[src/rtl/pwm_capture.sv]
// PWM capture: measures period (rise to rise) and high time (rise to fall) of an
// asynchronous input in clk cycles, with a valid/ready result port, sticky overrun,
// and stuck-input timeout detection.
module pwm_capture #(
  parameter int unsigned CNT_WIDTH   = 16,
  parameter int unsigned SYNC_STAGES = 2,
  parameter int unsigned TIMEOUT     = (1 << CNT_WIDTH) - 1
) (
  input  logic                 clk,
  input  logic                 rst_n,
  input  logic                 pwm_in,
  input  logic                 enable,
  output logic [CNT_WIDTH-1:0] period_o,
  output logic [CNT_WIDTH-1:0] high_o,
  output logic                 meas_valid,
  input  logic                 meas_ready,
  output logic                 overrun,
  output logic                 timeout,
  output logic                 stuck_level
);

  localparam logic [CNT_WIDTH-1:0] CntOne     = {{(CNT_WIDTH-1){1'b0}}, 1'b1};
  localparam logic [CNT_WIDTH-1:0] CntMax     = '1;
  localparam logic [CNT_WIDTH-1:0] TimeoutCnt = CNT_WIDTH'(TIMEOUT);

  typedef enum logic [1:0] {StIdle, StArm, StHigh, StLow} state_e;

  state_e                 state_q, state_d;
  logic [SYNC_STAGES-1:0] sync_q, sync_d;
  logic                   hist_q;
  logic [CNT_WIDTH-1:0]   cnt_q, cnt_d;
  logic [CNT_WIDTH-1:0]   high_r_q, high_r_d;
  logic [CNT_WIDTH-1:0]   period_q, period_d;
  logic [CNT_WIDTH-1:0]   high_q, high_d;
  logic                   valid_q, valid_d;
  logic                   overrun_q, overrun_d;
  logic                   timeout_q, timeout_d;
  logic                   stuck_q, stuck_d;

  logic                   sync, rise, fall, stuck_hit, publish, accept;
  logic [CNT_WIDTH-1:0]   cnt_inc;

  assign sync_d  = {sync_q[SYNC_STAGES-2:0], pwm_in};
  assign sync    = sync_q[SYNC_STAGES-1];
  assign rise    = sync & ~hist_q;
  assign fall    = ~sync & hist_q;
  assign cnt_inc = (cnt_q == CntMax) ? cnt_q : cnt_q + CntOne;
  // >= rather than == so an ignored edge landing exactly on the limit cannot
  // push the counter past it and silence stuck detection for good.
  assign stuck_hit = enable && (state_q != StIdle) && !(rise || fall) && (cnt_q >= TimeoutCnt);
  assign publish   = enable && (state_q == StLow) && rise;
  assign accept    = valid_q && meas_ready;

  // Synchronizer, edge history and all registered state.
  always_ff @(posedge clk or negedge rst_n) begin
    if (!rst_n) begin
      state_q   <= StIdle;
      sync_q    <= '0;
      hist_q    <= 1'b0;
      cnt_q     <= '0;
      high_r_q  <= '0;
      period_q  <= '0;
      high_q    <= '0;
      valid_q   <= 1'b0;
      overrun_q <= 1'b0;
      timeout_q <= 1'b0;
      stuck_q   <= 1'b0;
    end else begin
      state_q   <= state_d;
      sync_q    <= sync_d;
      hist_q    <= sync;
      cnt_q     <= cnt_d;
      high_r_q  <= high_r_d;
      period_q  <= period_d;
      high_q    <= high_d;
      valid_q   <= valid_d;
      overrun_q <= overrun_d;
      timeout_q <= timeout_d;
      stuck_q   <= stuck_d;
    end
  end

  // Next-state: edges take precedence over the stuck timeout.
  always_comb begin
    state_d = state_q;
    if (!enable) begin
      state_d = StIdle;
    end else begin
      case (state_q)
        StIdle:  state_d = StArm;
        StArm:   if (rise) state_d = StHigh;
        StHigh:  if (fall) state_d = StLow;  else if (stuck_hit) state_d = StArm;
        StLow:   if (rise) state_d = StHigh; else if (stuck_hit) state_d = StArm;
        default: state_d = StIdle;
      endcase
    end
  end

  // Counter, measurement latches, result handshake and timeout outputs.
  always_comb begin
    cnt_d     = cnt_q;
    high_r_d  = high_r_q;
    period_d  = period_q;
    high_d    = high_q;
    valid_d   = valid_q;
    overrun_d = overrun_q;
    timeout_d = 1'b0;
    stuck_d   = stuck_q;
    if (!enable) begin
      cnt_d     = '0;
      period_d  = '0;
      high_d    = '0;
      valid_d   = 1'b0;
      overrun_d = 1'b0;
    end else begin
      case (state_q)
        StIdle:  cnt_d = CntOne;
        StArm:   cnt_d = (rise || stuck_hit) ? CntOne : cnt_inc;
        StHigh: begin
          if (fall) high_r_d = cnt_q;
          cnt_d = stuck_hit ? CntOne : cnt_inc;
        end
        StLow:   cnt_d = (rise || stuck_hit) ? CntOne : cnt_inc;
        default: cnt_d = '0;
      endcase
      if (stuck_hit) begin
        timeout_d = 1'b1;
        stuck_d   = sync;
      end
      if (publish) begin
        period_d = cnt_q;
        high_d   = high_r_q;
        valid_d  = 1'b1;
        if (valid_q && !meas_ready) overrun_d = 1'b1;
      end else if (accept) begin
        valid_d = 1'b0;
      end
    end
  end

  assign period_o    = period_q;
  assign high_o      = high_q;
  assign meas_valid  = valid_q;
  assign overrun     = overrun_q;
  assign timeout     = timeout_q;
  assign stuck_level = stuck_q;

endmodule

[config.mk]
export PLATFORM = sky130hd
export DESIGN_NAME = pwm_capture
export DESIGN_NICKNAME = d
export VERILOG_FILES = /design/src/rtl/pwm_capture.sv
export SDC_FILE = /design/constraint.sdc
export NUM_CORES = 1
export LEC_CHECK = 0
export CORE_ASPECT_RATIO = 1.2
export CORE_UTILIZATION = 50
export CTS_BUF_LIST = sky130_fd_sc_hd__clkbuf_8 sky130_fd_sc_hd__clkbuf_16
export CTS_CLUSTER_SIZE = 40
export DETAILED_ROUTE_END_ITERATION = 8
export GPL_TIMING_DRIVEN = 0
export PLACE_DENSITY = 0.85
export SLEW_MARGIN = 5
export SYNTH_ARGS = -nofsm -noshare
export SYNTH_HDL_FRONTEND = slang
export SYNTH_SLANG_ARGS = --single-unit
export TNS_END_PERCENT = 20
[constraint.sdc]
create_clock -name clk -period 4.45 [get_ports clk]
set_input_delay 0.89 -clock clk [delete_from_list [all_inputs] [get_ports clk]]
set_output_delay 0.89 -clock clk [all_outputs]
set_load 0.05 [all_outputs]
==> impl_metrics.json <==
{
  "ys_seq_area_share_pct": 56.0,
  "pwr-share-clk_pct": 44.2,
  "cts_made_buffers": 9,
  "cts-root-buf": "sky130_fd_sc_hd__clkbuf_8",
  "final.setup.tns_ns": 0,
  "path_class": "input port to register",
  "synth_largest_area_cell": "sky130_fd_sc_hd__dfrtp_1",
  "post_synth_most_frequent_cells": "73 x sky130_fd_sc_hd__dfrtp_1, 73 x sky130_fd_sc_hd__nand2_1, 41 x sky130_fd_sc_hd__o21ai_0",
  "area_growth_pct": 22.8,
  "timing.critical_path.to_type": "register",
  "die_area_mm2": 0.00685,
  "synth_enable_flop_cells": 0,
  "wire_length_of_the_first_global_routing_pass_um": 12500,
  "drt_pre_antenna_iters": 5,
  "gpl.final_weighted_congestion": 0.908,
  "net-switching-power_mw": 0.299,
  "share_of_post_route_cells_with_drive_strength_above_1_pct": 15.6,
  "global_route.usage.total_pct": 24.6,
  "grt-ovfl-total": 0,
  "initial_core_util_pct": 52.9,
  "via_per_inst": 5.81,
  "rows": 31,
  "synth.yosys.warnings": 0,
  "crit_start": "enable",
  "dpl.hpwl_um": 5110,
  "ys_ff_latch": 73,
  "maxcap_viol_count": 0,
  "synth_cells": 315,
  "max_slew.worst_pin.slew_ns": 0.626,
  "cellInternalPower_mw": 1.00,
  "crit_fanout": 10,
  "yosys.cell_types.count": 42,
  "first_global_vias": 2543,
  "portbufs": 40,
  "hp-start": "sync_q[0]",
  "setup.reg_to_reg.worst_slack_ns": 2.30,
  "maxSlewHeadroom_pct": 57.9,
  "fin_skew_ns": 0.00875,
  "crit_path_start_kind": "input port",
  "cts_resized": 0,
  "post_drt_wl_per_cell_um": 16.5,
  "required_ns": 4.65,
  "synth.avg_cell_area_um2": 10.3,
  "power.leakage_nw": 1.71,
  "report.final.hold_viol_count": 0,
  "max-vdd-ir-drop_uv": 152,
  "max_freq_mhz": 408,
  "antenna-diode-count": 0,
  "cts-root-to-sink-buffers": 2,
  "switching_share_pct": 23.0,
  "width_of_the_chip_um": 75.7,
  "status": "finished, final reports clean",
  "finalCriticalPeriod_ns": 2.45,
  "cts_tree": "yes",
  "maximum_number_of_pins_on_one_net_before_global_route_repair": 56,
  "multi_input_area_mm2": 0.00128,
  "rsz0062_at_grt": "false",
  "final-setup-viol-count": 0,
  "ff_latch_area_mm2": 0.00183,
  "ant_nets": 0,
  "share_seq_of_total_power_pct": 52.0,
  "stdcell_count": 453,
  "clkLatencyLatePin_ns": 0.36,
  "clkTransAtPathRegs_ns": 0.08,
  "num-fill-cells": 449,
  "crit-reg2reg-launch": "cnt_q[0]",
  "placed_cells": 438,
  "synth_flop_cell": "sky130_fd_sc_hd__dfrtp_1",
  "synth_top_cell_area_share_pct": 56.0,
  "nNetsFinal": 375,
  "num_vias": 2630,
  "synth.net_count": 323,
  "initial_antenna_violation_count": 0,
  "worst_ep_arrival_time_ns": 2.66,
  "post_cts.repair.setup_buffers": 0,
  "cts-hold-fix-buffers": 0,
  "power.density_mw_per_mm2": 324,
  "final_cycle_utilization_of_the_critical_path_pct": 55.1,
  "slew_violations": 0,
  "cts-htree-levels": 3,
  "die_height_um": 90.4,
  "numClockSinks": 73,
  "drt-total-wl_um": 7500,
  "drt_drc_violations_left": 0,
  "core_footprint_mm2": 0.00617,
  "detailedRoute.firstIterationViolations": 210,
  "synth_async_sr_flop_share_pct": 100,
  "netlist_area_mm2": 0.00326,
  "hp-class": "register to register",
  "combPwrFrac_pct": 3.9,
  "top_level_pins": 41,
  "synth.area.top_cells": "sky130_fd_sc_hd__dfrtp_1 56%, sky130_fd_sc_hd__nand2_1 8.4%, sky130_fd_sc_hd__o21ai_0 6.3%"
}
[path summary, 6_finish.rpt]
kind	to	depth (start not counted)
min in group asynchronous	high_o[7]	1
worst max register to register	cnt_q[5]	5
worst min register to register	sync_q[1]	0
worst min-delay path	sync_q[1]	0
max in group asynchronous	high_r_q[12]	2
worst max-delay path	period_o[11]	6
[sequential cells by signal (all words and copies together) (netlist names)]
name         count
cnt_q           16
high_o          16
high_r_q        16
period_o        16
state_q          2
sync_q           2
hist_q           1
meas_valid       1
overrun          1
stuck_level      1
timeout          1
[kinds of logic (layout without fill, tap and decap cells)]
family / after synthesis / in the layout / share of synthesized area, %
compound gates: 72 / 72 / 12.5
fa+ha+maj: 3 / 3 / 1.15
buf+inv: 27 / 83 / 4.53
flops: 73 / 73 / 56.0
mux: 16 / 16 / 5.49
simple gates: 124 / 124 / 20.3
[layer usage]
metal	part of all wire [%]	track usage (%)	routed length, um	vias up
met5	0	0	0	-
met4	2.6	11.3	197	0
met1	42	30.2	3110	1306
met2	52	40.0	3890	95
li1	-	-	-	1208
met3	3.9	5.69	296	21
[cells in the final DEF, fill, tap and decap left out, types with 2 or more instances in the layout]
cell	count
sky130_fd_sc_hd__inv_1	7
sky130_fd_sc_hd__nor3_2	4
sky130_fd_sc_hd__nand4_1	6
sky130_fd_sc_hd__clkbuf_1	11
sky130_fd_sc_hd__nor3_1	3
sky130_fd_sc_hd__bufinv_16	2
sky130_fd_sc_hd__nand4_4	3
sky130_fd_sc_hd__clkinvlp_4	2
sky130_fd_sc_hd__a211oi_2	2
sky130_fd_sc_hd__o31ai_1	4
sky130_fd_sc_hd__o21ai_0	41
sky130_fd_sc_hd__nor2b_1	2
sky130_fd_sc_hd__buf_2	3
sky130_fd_sc_hd__or4_4	2
sky130_fd_sc_hd__nand3b_1	2
sky130_fd_sc_hd__nor2_1	7
sky130_fd_sc_hd__or4_1	4
sky130_fd_sc_hd__nand2_1	73
sky130_fd_sc_hd__mux2_2	15
sky130_fd_sc_hd__clkdlybuf4s50_1	39
sky130_fd_sc_hd__buf_6	2
sky130_fd_sc_hd__ha_1	3
sky130_fd_sc_hd__buf_4	3
sky130_fd_sc_hd__clkbuf_8	11
sky130_fd_sc_hd__dfrtp_1	73
sky130_fd_sc_hd__nand3_1	5
sky130_fd_sc_hd__a21oi_1	17
sky130_fd_sc_hd__and3_1	3
sky130_fd_sc_hd__a31oi_1	3
[stage by stage]
| step | hold slack (ns) | total power, mW | worst slack [ns] | utilization [%] | cell area [um^2] |
|---|---|---|---|---|---|
| finish | 0.382 | 1.30 | 2.00 | 64.9 | 4000 |
| global placement | 0.347 | 0.734 | 0.109 | 61.0 | 3760 |
| global route | 0.393 | 1.34 | 1.85 | 64.9 | 4000 |
| floorplan | 0.331 | 0.710 | 2.62 | - | 3260 |
| CTS | 0.377 | 1.30 | 2.00 | 64.9 | 4000 |
| detailed placement | 0.362 | 0.739 | 1.67 | 61.4 | 3790 |
[power by group through the flow]
stage,registers (mW),logic [mW],clock network (mW)
after floorplan,0.687,0.0236,0
after global routing,0.676,0.0570,0.607
final,0.675,0.0501,0.574
after global placement,0.688,0.0467,0
after detailed placement,0.688,0.0509,0
after CTS,0.675,0.0510,0.574
[critical path: stages]
cell	delay [ns]
sky130_fd_sc_hd__clkdlybuf4s50_1	0.51
sky130_fd_sc_hd__nand2_1	0.08
sky130_fd_sc_hd__nor2_1	0.21
sky130_fd_sc_hd__clkbuf_1	0.35
sky130_fd_sc_hd__clkbuf_1	0.42
sky130_fd_sc_hd__o21ai_0	0.20
[area by class of cell]
| class | count | area share, % |
|---|---|---|
| Clock buffer | 9 | 3.09 |
| Inverter | 7 | 0.656 |
| Multi-Input combinational cell | 215 | 32.1 |
| Buffer | 20 | 3.03 |
| Timing Repair Buffer | 41 | 10.6 |
| Clock inverter | 6 | 2.31 |
| Tap cell | 82 | 2.56 |
| Sequential cell | 73 | 45.6 |
Note: power is estimated with default switching activity, not from simulation.
